## src/rtl/trap_redirect_ctrl.sv

```systemverilog
// Machine-mode trap/mret sequencer: captures trap CSRs, flushes the pipeline,
// then issues a single fetch redirect to the trap vector or the saved mepc.
//
// state      | meaning
// S_IDLE     | waiting for a trap or mret from commit
// S_FLUSH    | flush_o asserted until the pipeline reports drained
// S_REDIRECT | redirect_valid_o asserted with the latched target until fetch accepts
module trap_redirect_ctrl #(
  parameter int PC_WIDTH              = 39,
  parameter int XLEN                  = 64,
  parameter int EXCEPTION_CAUSE_WIDTH = 4
) (
  input  logic                             clk,
  input  logic                             rst,
  input  logic                             trap_i,
  input  logic                             trap_irq_i,
  input  logic [PC_WIDTH-1:0]              trap_pc_i,
  input  logic [EXCEPTION_CAUSE_WIDTH-1:0] trap_ecause_i,
  input  logic                             mret_i,
  input  logic [PC_WIDTH-1:0]              mtvec_i,
  input  logic                             drain_done_i,
  input  logic                             redirect_ready_i,
  input  logic                             csr_mepc_we_i,
  input  logic [PC_WIDTH-1:0]              csr_mepc_wdata_i,
  input  logic                             csr_mstatus_we_i,
  input  logic                             csr_mie_wdata_i,
  input  logic                             csr_mpie_wdata_i,
  output logic                             flush_o,
  output logic                             redirect_valid_o,
  output logic [PC_WIDTH-1:0]              redirect_pc_o,
  output logic [PC_WIDTH-1:0]              mepc_o,
  output logic [XLEN-1:0]                  mcause_o,
  output logic                             mstatus_mie_o,
  output logic                             mstatus_mpie_o,
  output logic                             busy_o
);

  typedef enum logic [1:0] {S_IDLE, S_FLUSH, S_REDIRECT} state_t;

  state_t              r_state;
  logic [PC_WIDTH-1:0] r_mepc;
  logic [PC_WIDTH-1:0] r_target;
  logic [XLEN-1:0]     r_mcause;
  logic                r_mie;
  logic                r_mpie;
  logic                r_flush;
  logic                r_redirect_valid;

  logic                w_take_trap;
  logic                w_take_mret;
  logic [PC_WIDTH-1:0] w_base;
  logic [PC_WIDTH-1:0] w_vec_off;
  logic [PC_WIDTH-1:0] w_trap_target;
  logic [XLEN-1:0]     w_mcause;
  logic                w_unused_bits;

  assign w_take_trap   = (r_state == S_IDLE) && trap_i;
  assign w_take_mret   = (r_state == S_IDLE) && mret_i && !trap_i;
  assign w_base        = {mtvec_i[PC_WIDTH-1:2], 2'b00};
  assign w_vec_off     = PC_WIDTH'(trap_ecause_i) << 2;
  // Vectored offset applies only to interrupts; the add wraps at PC_WIDTH.
  assign w_trap_target = (mtvec_i[0] && trap_irq_i) ? (w_base + w_vec_off) : w_base;
  assign w_mcause      = {trap_irq_i, {(XLEN-1-EXCEPTION_CAUSE_WIDTH){1'b0}}, trap_ecause_i};
  assign w_unused_bits = ^{mtvec_i[1], trap_pc_i[1:0], csr_mepc_wdata_i[1:0]};

  always_ff @(posedge clk or posedge rst) begin
    if (rst) begin
      r_state          <= S_IDLE;
      r_mepc           <= '0;
      r_target         <= '0;
      r_mcause         <= '0;
      r_mie            <= 1'b0;
      r_mpie           <= 1'b0;
      r_flush          <= 1'b0;
      r_redirect_valid <= 1'b0;
    end else begin
      // Software writes first so a same-cycle trap/mret update overrides them.
      if (csr_mepc_we_i) r_mepc <= {csr_mepc_wdata_i[PC_WIDTH-1:2], 2'b00};
      if (csr_mstatus_we_i) begin
        r_mie  <= csr_mie_wdata_i;
        r_mpie <= csr_mpie_wdata_i;
      end
      case (r_state)
        S_IDLE: begin
          if (w_take_trap) begin
            r_mepc   <= {trap_pc_i[PC_WIDTH-1:2], 2'b00};
            r_mcause <= w_mcause;
            r_mpie   <= r_mie;
            r_mie    <= 1'b0;
            r_target <= w_trap_target;
            r_flush  <= 1'b1;
            r_state  <= S_FLUSH;
          end else if (w_take_mret) begin
            r_mie    <= r_mpie;
            r_mpie   <= 1'b1;
            r_target <= r_mepc;
            r_flush  <= 1'b1;
            r_state  <= S_FLUSH;
          end
        end
        S_FLUSH: begin
          if (drain_done_i) begin
            r_flush          <= 1'b0;
            r_redirect_valid <= 1'b1;
            r_state          <= S_REDIRECT;
          end
        end
        S_REDIRECT: begin
          if (redirect_ready_i) begin
            r_redirect_valid <= 1'b0;
            r_state          <= S_IDLE;
          end
        end
        default: begin
          r_flush          <= 1'b0;
          r_redirect_valid <= 1'b0;
          r_state          <= S_IDLE;
        end
      endcase
    end
  end

  assign flush_o          = r_flush;
  assign redirect_valid_o = r_redirect_valid;
  assign redirect_pc_o    = r_target;
  assign mepc_o           = r_mepc;
  assign mcause_o         = r_mcause;
  assign mstatus_mie_o    = r_mie;
  assign mstatus_mpie_o   = r_mpie;
  assign busy_o           = (r_state != S_IDLE);

endmodule

```

## config.mk

```make
export PLATFORM = sky130hd
export DESIGN_NAME = trap_redirect_ctrl
export DESIGN_NICKNAME = d
export VERILOG_FILES = /design/src/rtl/trap_redirect_ctrl.sv
export SDC_FILE = /design/constraint.sdc
export NUM_CORES = 1
export LEC_CHECK = 0
export BUFFER_PORTS_ARGS = -buffer_cell sky130_fd_sc_hd__buf_2
export CORE_MARGIN = 5
export CORE_UTILIZATION = 50
export CTS_CLUSTER_DIAMETER = 30
export DETAILED_ROUTE_END_ITERATION = 16
export PLACE_DENSITY = 0.87
export SYNTH_ARGS = -nofsm -noshare
export SYNTH_HDL_FRONTEND = slang
export SYNTH_SLANG_ARGS = --single-unit
export TNS_END_PERCENT = 30
```

## constraint.sdc

```tcl
create_clock -name clk -period 3.79 [get_ports clk]
set_input_delay 0.1895 -clock clk [delete_from_list [all_inputs] [get_ports clk]]
set_output_delay 0.1895 -clock clk [all_outputs]
set_load 0.05 [all_outputs]
```

==> run metrics, run 1 <==
result of the run completed; sink count of the clock tree 89; Reg clk slew, reported paths 0.09 ns; H-tree levels 3; Post-synth top flop sky130_fd_sc_hd__dfrtp_1; most common cell after layout, fill and taps aside sky130_fd_sc_hd__buf_2; maximum number of pins on one net before global-route repair 82; worst-case clock skew 0.0164 ns; worst-path cell chain nor2_1 > and2_1 > buf_4 > nand2_1 > and3_1 > a21oi_1; Reg area about 2200 µm²; area of the mapped netlist between 5000 and 6000 µm²; P per Cell Area 874 nW/µm²; clock buffers created by TritonCTS 9; Boundary Pins roughly 280; ant diodes 0; aggregate routed wire length 14.7 mm; antenna viol nets, final 0; TritonCTS clock tree done; number of maximum-capacitance violations 0; Std-Cell Core Area ~10,000 µm²; sequential area share after synthesis 41.4%; first-pass GRT wire length 23.1 mm; setup repair after global routing missed its margin false; Rel. slew slack roughly a third; CTS hold repair buffers 0; clock root buffer master sky130_fd_sc_hd__clkbuf_8; post-CTS setup repair buffer count 0; CTS Buffer Depth 2; kind of end point of the critical path flip-flop; critical path peak fanout 20; GR met3 Demand/Resource 4.99%; required time of the critical path 4.07 ns; highest attainable clock frequency 428 MHz; count of mapped cells out of synthesis 625; footprint of the multi-input gates about 2700 µm²; arrival time of data at the critical path endpoint 2.62 ns; Warnings, synthesis 0; Pleak 0.00329 µW; Final Hold Viols 0; Slowest cell on crit path sky130_fd_sc_hd__and2_1; commonest cells after routing, fill and taps aside sky130_fd_sc_hd__buf_2, sky130_fd_sc_hd__nand2_1, sky130_fd_sc_hd__dfrtp_1; met2 Usage GRT 37.3%; Die X-Extent 114 µm; Placed Instance Area approximately 6300 µm²; final RePlAce weighted congestion 0.834; path type of the worst min-delay path in2async; net total in the final layout 958; number of buffer and inverter stages on the critical path 1; initial core utilization between 50% and 60%; DIE HEIGHT 114 µm; average routed wire per standard cell 15.3 µm; asr flop ratio synth 100%; number of gates given a new drive strength after cts 0; drt drc 0; type of element launching the critical path flip-flop; I/O Buffers roughly 210; number of pins with negative max-slew slack in the final report 0; number of optimization iterations in the first detailed-route pass 4; flops & latches, synth 89; final critical delay including setup and external delays roughly 2.3 ns; number of antenna violations at the first check in global routing 0; met1 global-route usage between 20 and 30%; Clk Latency, worst-skew pair 0.35 ns; final number of setup-violating endpoints 0; total global routing overflow 0; Yosys top cell by area sky130_fd_sc_hd__dfrtp_1; Distinct cells, synth 49; ratio of final minimum period to clock period 61.7%; number of global-route vias before repair 4,693; largest stage delay on the critical path 0.70 ns; final core area utilization 62.8%; largest delay contributor family on the critical path simple AND/OR/NAND/NOR gates; Post-Synthesis Mean Instance Area 8.61 µm²; layout cells sized above 1 a little under a third; measured slew at the worst slew-check pin 1.00 ns; area grow syn2layout 21.5%; standard-cell row count 37; total non-filler cell area in the finished layout 6540 µm²; leading post-synthesis cells by cell area sky130_fd_sc_hd__dfrtp_1, sky130_fd_sc_hd__nand2_1, sky130_fd_sc_hd__buf_4; HPWL after DPL ~11 mm; Starting DRT DRC Count between 200 and 300; worst vdd ir 0.518 mV; detailed-route vias per instance between 5 and 6; number of enable-type register cells in the synthesized netlist 0; die area 12,900 µm²; critical path start-end classification reg2reg; Total Neg Setup Slack 0 ns; GRT Total Usage 22.1%; global-route layer with the greatest usage met2; Via Count ~5,000; share of the synthesized area in the top cell type 41.4%; Filler Cells Inserted 930
[report_power, final]
part	switching (µW)	internal (µW)
registers	289	1390
logic	2530	790
clock network	318	399
[kinds of logic (layout without fill, tap and decap cells)]
kind of cell / count (synthesis) / count (layout) / synth area share (%)
XOR/XNOR: 26 / 26 / 4.23
adder cells (fa/ha/maj): 5 / 5 / 1.30
AO/OA/AOI/OAI: 108 / 108 / 11.3
multiplexers: 40 / 40 / 7.44
flip-flops: 89 / 89 / 41.4
buffers and inverters: 109 / 250 / 11.9
other: 1 / 59 / 0.0697
AND/OR/NAND/NOR: 247 / 247 / 22.3
[through the flow]
stage | hold WS [ns] | setup WS (ns) | power (µW) | std cells
final | 0.0296 | 1.45 | 5720 | 960
after global routing | 0.0155 | 1.18 | 6060 | 960
after CTS | 0.00892 | 1.41 | 5770 | 960
after detailed placement | 0.398 | 1.17 | 5040 | 946
after global placement | 0.391 | 1.22 | 4970 | 946
after floorplan | 0.288 | 1.29 | 4260 | 683
[registers in the layout, summed over array words and instances, names as in the netlist]
register / cells
redirect_pc_o: 39
mcause_o: 5
mstatus_mpie_o: 1
redirect_valid_o: 1
flush_o: 1
mepc_o: 39
r_state: 2
mstatus_mie_o: 1
[cell type report]
class | count | share of cell area, %
timing repair buffer | 223 | 17.4
tap | 136 | 2.60
clock inverter | 3 | 0.995
inverter | 13 | 0.765
clock buffer | 11 | 2.31
multi-input combinational | 485 | 41.9
sequential | 89 | 34.0
[Yosys cell counts, types with 12 or more instances]
cell / number
sky130_fd_sc_hd__xnor2_1: 25
sky130_fd_sc_hd__a21oi_1: 30
sky130_fd_sc_hd__and3_1: 32
sky130_fd_sc_hd__buf_4: 59
sky130_fd_sc_hd__inv_1: 13
sky130_fd_sc_hd__mux2i_1: 40
sky130_fd_sc_hd__clkbuf_1: 32
sky130_fd_sc_hd__a31oi_1: 13
sky130_fd_sc_hd__nor2_1: 14
sky130_fd_sc_hd__nor3_1: 12
sky130_fd_sc_hd__nand2_1: 135
sky130_fd_sc_hd__dfrtp_1: 89
sky130_fd_sc_hd__o21ai_0: 46
[path summary, 6_finish.rpt]
path | endpoint | cells after the start | startpoint | slack (ns)
min in group clk | mepc_o[8] | 3 | trap_pc_i[8] | 0.03
worst min-delay path | redirect_pc_o[3] | 2 | rst | 0.03
max in group asynchronous | r_state[0] | 3 | rst | 2.77
worst max register to register | redirect_pc_o[16] | 6 | r_state[0] | 1.45
worst min register to register | mcause_o[3] | 2 | mcause_o[3] | 0.48
worst max-delay path | redirect_pc_o[16] | 6 | r_state[0] | 1.45
[per-layer routing]
metal	vias to the layer above	part of all wire [%]
met2	205	49
met3	21	8.4
met4	0	1.7
met5	-	0
li1	2404	-
met1	2286	41
No activity file was read; power rests on OpenSTA's default activity.
==> run 2, diff against run 1 <==
CORE_UTILIZATION = 46   (was 50)
PLACE_DENSITY = 0.81   (was 0.87)
clock period = 2.2 ns   (was 3.79 ns; I/O delays follow)
==> run metrics, run 2 (synthesized netlist as in run 1, its figures left out) <==
area grow syn2layout 33.4%; sequential share of power between 20 and 30%; TritonCTS clock tree done; Boundary Pins 279; DIE HEIGHT 118 µm; initial core utilization 46.9%; maximum number of pins on one net before global-route repair 90; Std-Cell Core Area 11,500 µm²; H-tree levels 3; clock root buffer master sky130_fd_sc_hd__clkbuf_16; arrival time of data at the critical path endpoint approximately 2.2 ns; drt drc 0; worst reg2reg startpoint r_state[0]; Reg2Reg Capture Point redirect_pc_o[37]; non-filler instance count after layout 1,022; worst vdd ir slightly above 1 mV; Final Hold Viols 0; die area 14,000 µm²; aggregate routed wire length 16.6 mm; first-pass GRT wire length 26.1 mm; Worst Setup Slack post-DPL -0.0733 ns; Placed Cells incl. Taps 967; switching power of the nets ~5600 µW; most common cell after layout, fill and taps aside sky130_fd_sc_hd__buf_2; type of element launching the critical path primary input; CTS Buffer Depth 2; GRT Total Usage between 20 and 25%; average routed wire per standard cell 16.2 µm; total global routing overflow 0; number of maximum-capacitance violations 0; path type of the worst min-delay path in2reg; post-CTS setup repair buffer count 0; Clk Latency, worst-skew pair approximately 0.33 ns; antenna viol nets, final 0; P per Cell Area 1450 nW/µm²; result of the run completed; highest attainable clock frequency ~500 MHz; Power Internal between 4000 and 5000 µW; number of pins with negative max-slew slack in the final report 0; number of optimization iterations in the first detailed-route pass 5; Starting DRT DRC Count 332; critical path start-end classification in2reg; worst-path cell chain buf_2 > ha_1 > inv_1 > fa_1 > nor2b_1 > o31ai_2 > or3_1 > or4_1 > a31oi_1; sink count of the clock tree 89; setup repair after global routing missed its margin false; net total in the final layout 1,012; kind of end point of the critical path flip-flop; Reg clk slew, reported paths 0.06 ns; largest stage delay on the critical path approximately 0.51 ns; switching share of power ~54%; layout cells sized above 1 between 30% and 40%; launch point of the worst hold path trap_pc_i[14]; register-to-register setup slack 0.46 ns; Hold Path Depth 3; final core area utilization 62.6%; final number of setup-violating endpoints 0; final RePlAce weighted congestion roughly 0.81; Die X-Extent approximately 120 µm; clock buffers created by TritonCTS 9; number of antenna violations at the first check in global routing 0; Worst Hold Slack 0.0157 ns; HPWL after DPL between 10 and 15 mm; I/O Buffers 214; number of global-route vias before repair 5,252; Pleak 0.00357 µW; standard-cell row count 39; detailed-route vias per instance 5.09; share of total power in the clock network 14.8%; measured slew at the worst slew-check pin 0.510 ns; proportion of power drawn by combinational gates 57.0%; fin worst setup slack 0.253 ns; Slowest cell on crit path sky130_fd_sc_hd__or4_1; required time of the critical path 2.45 ns; worst-case clock skew 0.00463 ns; length in cells of the worst reg-to-reg path 7; final critical delay including setup and external delays a little under 2 ns; Worst Hold End mepc_o[14]; Rel. slew slack 66.0%; Via Count 5,201; ant diodes 0; PnR Total Power about 10,000 µW; critical path peak fanout 3; commonest cells after routing, fill and taps aside sky130_fd_sc_hd__buf_2, sky130_fd_sc_hd__nand2_1, sky130_fd_sc_hd__dfrtp_1; ratio of final minimum period to clock period 88.5%
==> run 2: cell count changes in the layout (fill, tap and decap cells not counted), sizes merged <==
cell	change
clkbuf	+1
bufinv	-1
dlygate4sd3	+40
buf	+14
clkinvlp	+1
==> run 2: worst max-delay path, delay by kind of cell <==
| family | cells | cell delay [ns] |
|---|---|---|
| adder cells (fa/ha/maj) | 2 | 0.54 |
| buffers and inverters | 2 | 0.15 |
| AO/OA/AOI/OAI | 2 | 0.28 |
| AND/OR/NAND/NOR | 3 | 1.12 |
==> run 2: final cells by class <==
type / count / area, µm²
clock buffer: 12 / 256
clock inverter: 3 / 40.0
fill: 977 / 4290
inverter: 13 / 52.6
multi-input combinational: 485 / 2740
sequential: 89 / 2230
tap: 143 / 179
timing repair buffer: 277 / 1680
==> run 2: how the worst max path moves through the flow <==
stage | start | to | slack (ns) | cells past startpoint
floorplan | trap_ecause_i[0] | redirect_pc_o[34] | 0.09 | 8
global placement | trap_ecause_i[0] | redirect_pc_o[34] | -0.04 | 9
detailed placement | trap_ecause_i[0] | redirect_pc_o[34] | -0.07 | 9
CTS | mtvec_i[2] | redirect_pc_o[34] | 0.28 | 9
global route | mtvec_i[2] | redirect_pc_o[34] | 0.18 | 9
finish | mtvec_i[2] | redirect_pc_o[34] | 0.25 | 9
==> run 2: routing by layer <==
metal | share of wire (%) | wire length, µm | track usage (%)
met3 | 7.4 | 1220 | 6.35
met1 | 40 | 6640 | 27.3
met2 | 51 | 8430 | 39.9
met4 | 1.8 | 306 | 6.59
met5 | 0 | 0 | 0
==> run 2: power by group through the flow <==
stage	logic, µW	registers (µW)	clock network (µW)
floorplan	1900	5430	0
global placement	5800	2910	0
detailed placement	5870	2940	0
CTS	5940	2920	1580
global route	6290	3020	1640
finish	5930	2920	1540
==> run 2: timing repair <==
action	in CTS	in global routing
hold buffers	40	0
gates resized for setup	0	0
endpoints found under the hold margin	128	0
==> run 2: metrics by stage <==
step           instance area (µm²)  setup TNS (ns)
2_1_floorplan                 5600               0
3_3_place_gp                  6480         -0.0514
3_5_place_dp                  6480          -0.109
4_1_cts                       7180               0
5_1_grt                       7180               0
6_report                      7180               0
==> run 3, diff against run 2 <==
CORE_UTILIZATION = 50   (was 46)
PLACE_DENSITY = 0.87   (was 0.81)
clock period = 2.25 ns   (was 2.2 ns; I/O delays follow)
==> run metrics, run 3 (synthesized netlist as in run 1, its figures left out) <==
result of the run completed; Reg clk slew, reported paths 0.08 ns; ratio of final minimum period to clock period 97.8%; Die X-Extent ~110 µm; standard-cell row count 37; drt drc 0; kind of end point of the critical path flip-flop; number of pins with negative max-slew slack in the final report 0; maximum number of pins on one net before global-route repair 90; number of optimization iterations in the first detailed-route pass 6; Pleak between 0.003 and 0.004 µW; Total Neg Setup Slack 0 ns; Rel. slew slack between 60% and 70%; sink count of the clock tree 89; net total in the final layout 1,009; first-pass GRT wire length between 20 and 25 mm; TritonCTS clock tree done; clock buffers created by TritonCTS 9; type of element launching the critical path primary input; critical path peak fanout 4; Filler Cells Inserted slightly above 800; commonest cells after routing, fill and taps aside sky130_fd_sc_hd__buf_2, sky130_fd_sc_hd__nand2_1, sky130_fd_sc_hd__dfrtp_1; Reg area 2230 µm²; Placed Instance Area approximately 6500 µm²; HPWL after DPL 11.4 mm; Std-Cell Core Area 10,400 µm²; Boundary Pins approximately 280; layout cells sized above 1 between 20 and 30%; final critical delay including setup and external delays 2.20 ns; worst-case clock skew 0.00952 ns; H-tree levels 3; aggregate routed wire length 15.9 mm; required time of the critical path about 2.5 ns; GRT Total Usage 23.8%; initial core utilization about half; Starting DRT DRC Count approximately 290; highest attainable clock frequency 455 MHz; Via Count 5,222; total global routing overflow 0; DIE HEIGHT 114 µm; worst vdd ir approximately 0.85 mV; area grow syn2layout 31.3%; final RePlAce weighted congestion 0.843; detailed-route vias per instance 5.15; post-CTS setup repair buffer count 0; antenna viol nets, final 0; Clk Latency, worst-skew pair approximately 0.35 ns; critical path start-end classification in2reg; average routed wire per standard cell 15.7 µm; final core area utilization 67.9%; most common cell after layout, fill and taps aside sky130_fd_sc_hd__buf_2; path type of the worst min-delay path in2reg; total non-filler cell area in the finished layout around 7000 µm²; final number of setup-violating endpoints 0; number of antenna violations at the first check in global routing 0; number of global-route vias before repair 5,154; clock root buffer master sky130_fd_sc_hd__clkbuf_8; footprint of the multi-input gates around 2700 µm²; die area 12,900 µm²; I/O Buffers 214; number of maximum-capacitance violations 0; arrival time of data at the critical path endpoint around 2.5 ns; ant diodes 0; P per Cell Area between 1000 and 1500 nW/µm²; Final Hold Viols 0; measured slew at the worst slew-check pin ~0.54 ns; CTS Buffer Depth 2
## run 3: cell count changes in the layout (fill, tap and decap cells not counted)
cell	delta
sky130_fd_sc_hd__and2_2	-1
sky130_fd_sc_hd__nand2_1	+1
sky130_fd_sc_hd__buf_12	+2
sky130_fd_sc_hd__nor2b_1	-1
sky130_fd_sc_hd__clkbuf_1	+2
sky130_fd_sc_hd__buf_4	-7
sky130_fd_sc_hd__dlygate4sd3_1	+2
sky130_fd_sc_hd__and2_1	+1
sky130_fd_sc_hd__nor2b_2	+1
sky130_fd_sc_hd__clkbuf_16	-9
sky130_fd_sc_hd__clkbuf_8	+8
sky130_fd_sc_hd__nand2_2	-1
## run 3: final timing paths
| check | startpoint | endpoint | slack (ns) | cells after the start |
|---|---|---|---|---|
| worst min-delay path | trap_irq_i | mcause_o[63] | 0.03 | 3 |
| min in group asynchronous | rst | redirect_pc_o[31] | 0.45 | 4 |
| worst max register to register | r_state[0] | redirect_pc_o[38] | 0.46 | 6 |
| worst max-delay path | trap_ecause_i[2] | redirect_pc_o[34] | 0.05 | 8 |
| max in group asynchronous | rst | redirect_pc_o[13] | 1.44 | 4 |
| worst min register to register | mcause_o[2] | mcause_o[2] | 0.47 | 2 |
## run 3: layer usage
metal | vias to the layer above | GRT usage, % | wire length [µm]
li1 | 2516 | - | -
met3 | 37 | 5.99 | 1310
met1 | 2434 | 27.8 | 6150
met4 | 0 | 7.37 | 352
met5 | - | 0 | 0
met2 | 235 | 42.7 | 8140
## run 3: repair_timing
action | in CTS | in global routing
hold buffers | 42 | 0
gates resized for setup | 0 | 1
endpoints found under the hold margin | 130 | 0
endpoints found under the setup margin | 0 | 4
## run 3: stage by stage
stage	hold slack (ns)	total power [µW]	setup slack [ns]	instances
2_1_floorplan	0.211	7170	0.141	683
3_3_place_gp	0.283	8480	0.0124	955
3_5_place_dp	0.288	8590	-0.0299	955
4_1_cts	0.000920	9750	0.0459	1013
5_1_grt	0.0182	10200	-0.0180	1013
6_report	0.0285	9710	0.0501	1013
## run 3: area by class of cell
class	instances	area share, %
Multi-Input combinational cell	485	38.8
Clock buffer	13	2.11
Sequential cell	89	31.5
Timing Repair Buffer	274	23.9
Inverter	13	0.743
Tap cell	136	2.41
Clock inverter	3	0.566
## run 3: critical path, cell delays in order
cell and delay (ns):
sky130_fd_sc_hd__dlygate4sd3_1 0.53, sky130_fd_sc_hd__buf_2 0.14, sky130_fd_sc_hd__ha_1 0.33, sky130_fd_sc_hd__nor2b_2 0.19, sky130_fd_sc_hd__o31ai_2 0.08, sky130_fd_sc_hd__or3_1 0.41, sky130_fd_sc_hd__or4_1 0.51, sky130_fd_sc_hd__a31oi_1 0.17
## run 3: power breakdown
group | switching (µW) | leakage, µW | total [µW] | internal (µW)
clock network | 543 | 0.0000974 | 1090 | 543
registers | 498 | 0.00106 | 2840 | 2340
logic | 4310 | 0.00235 | 5780 | 1470
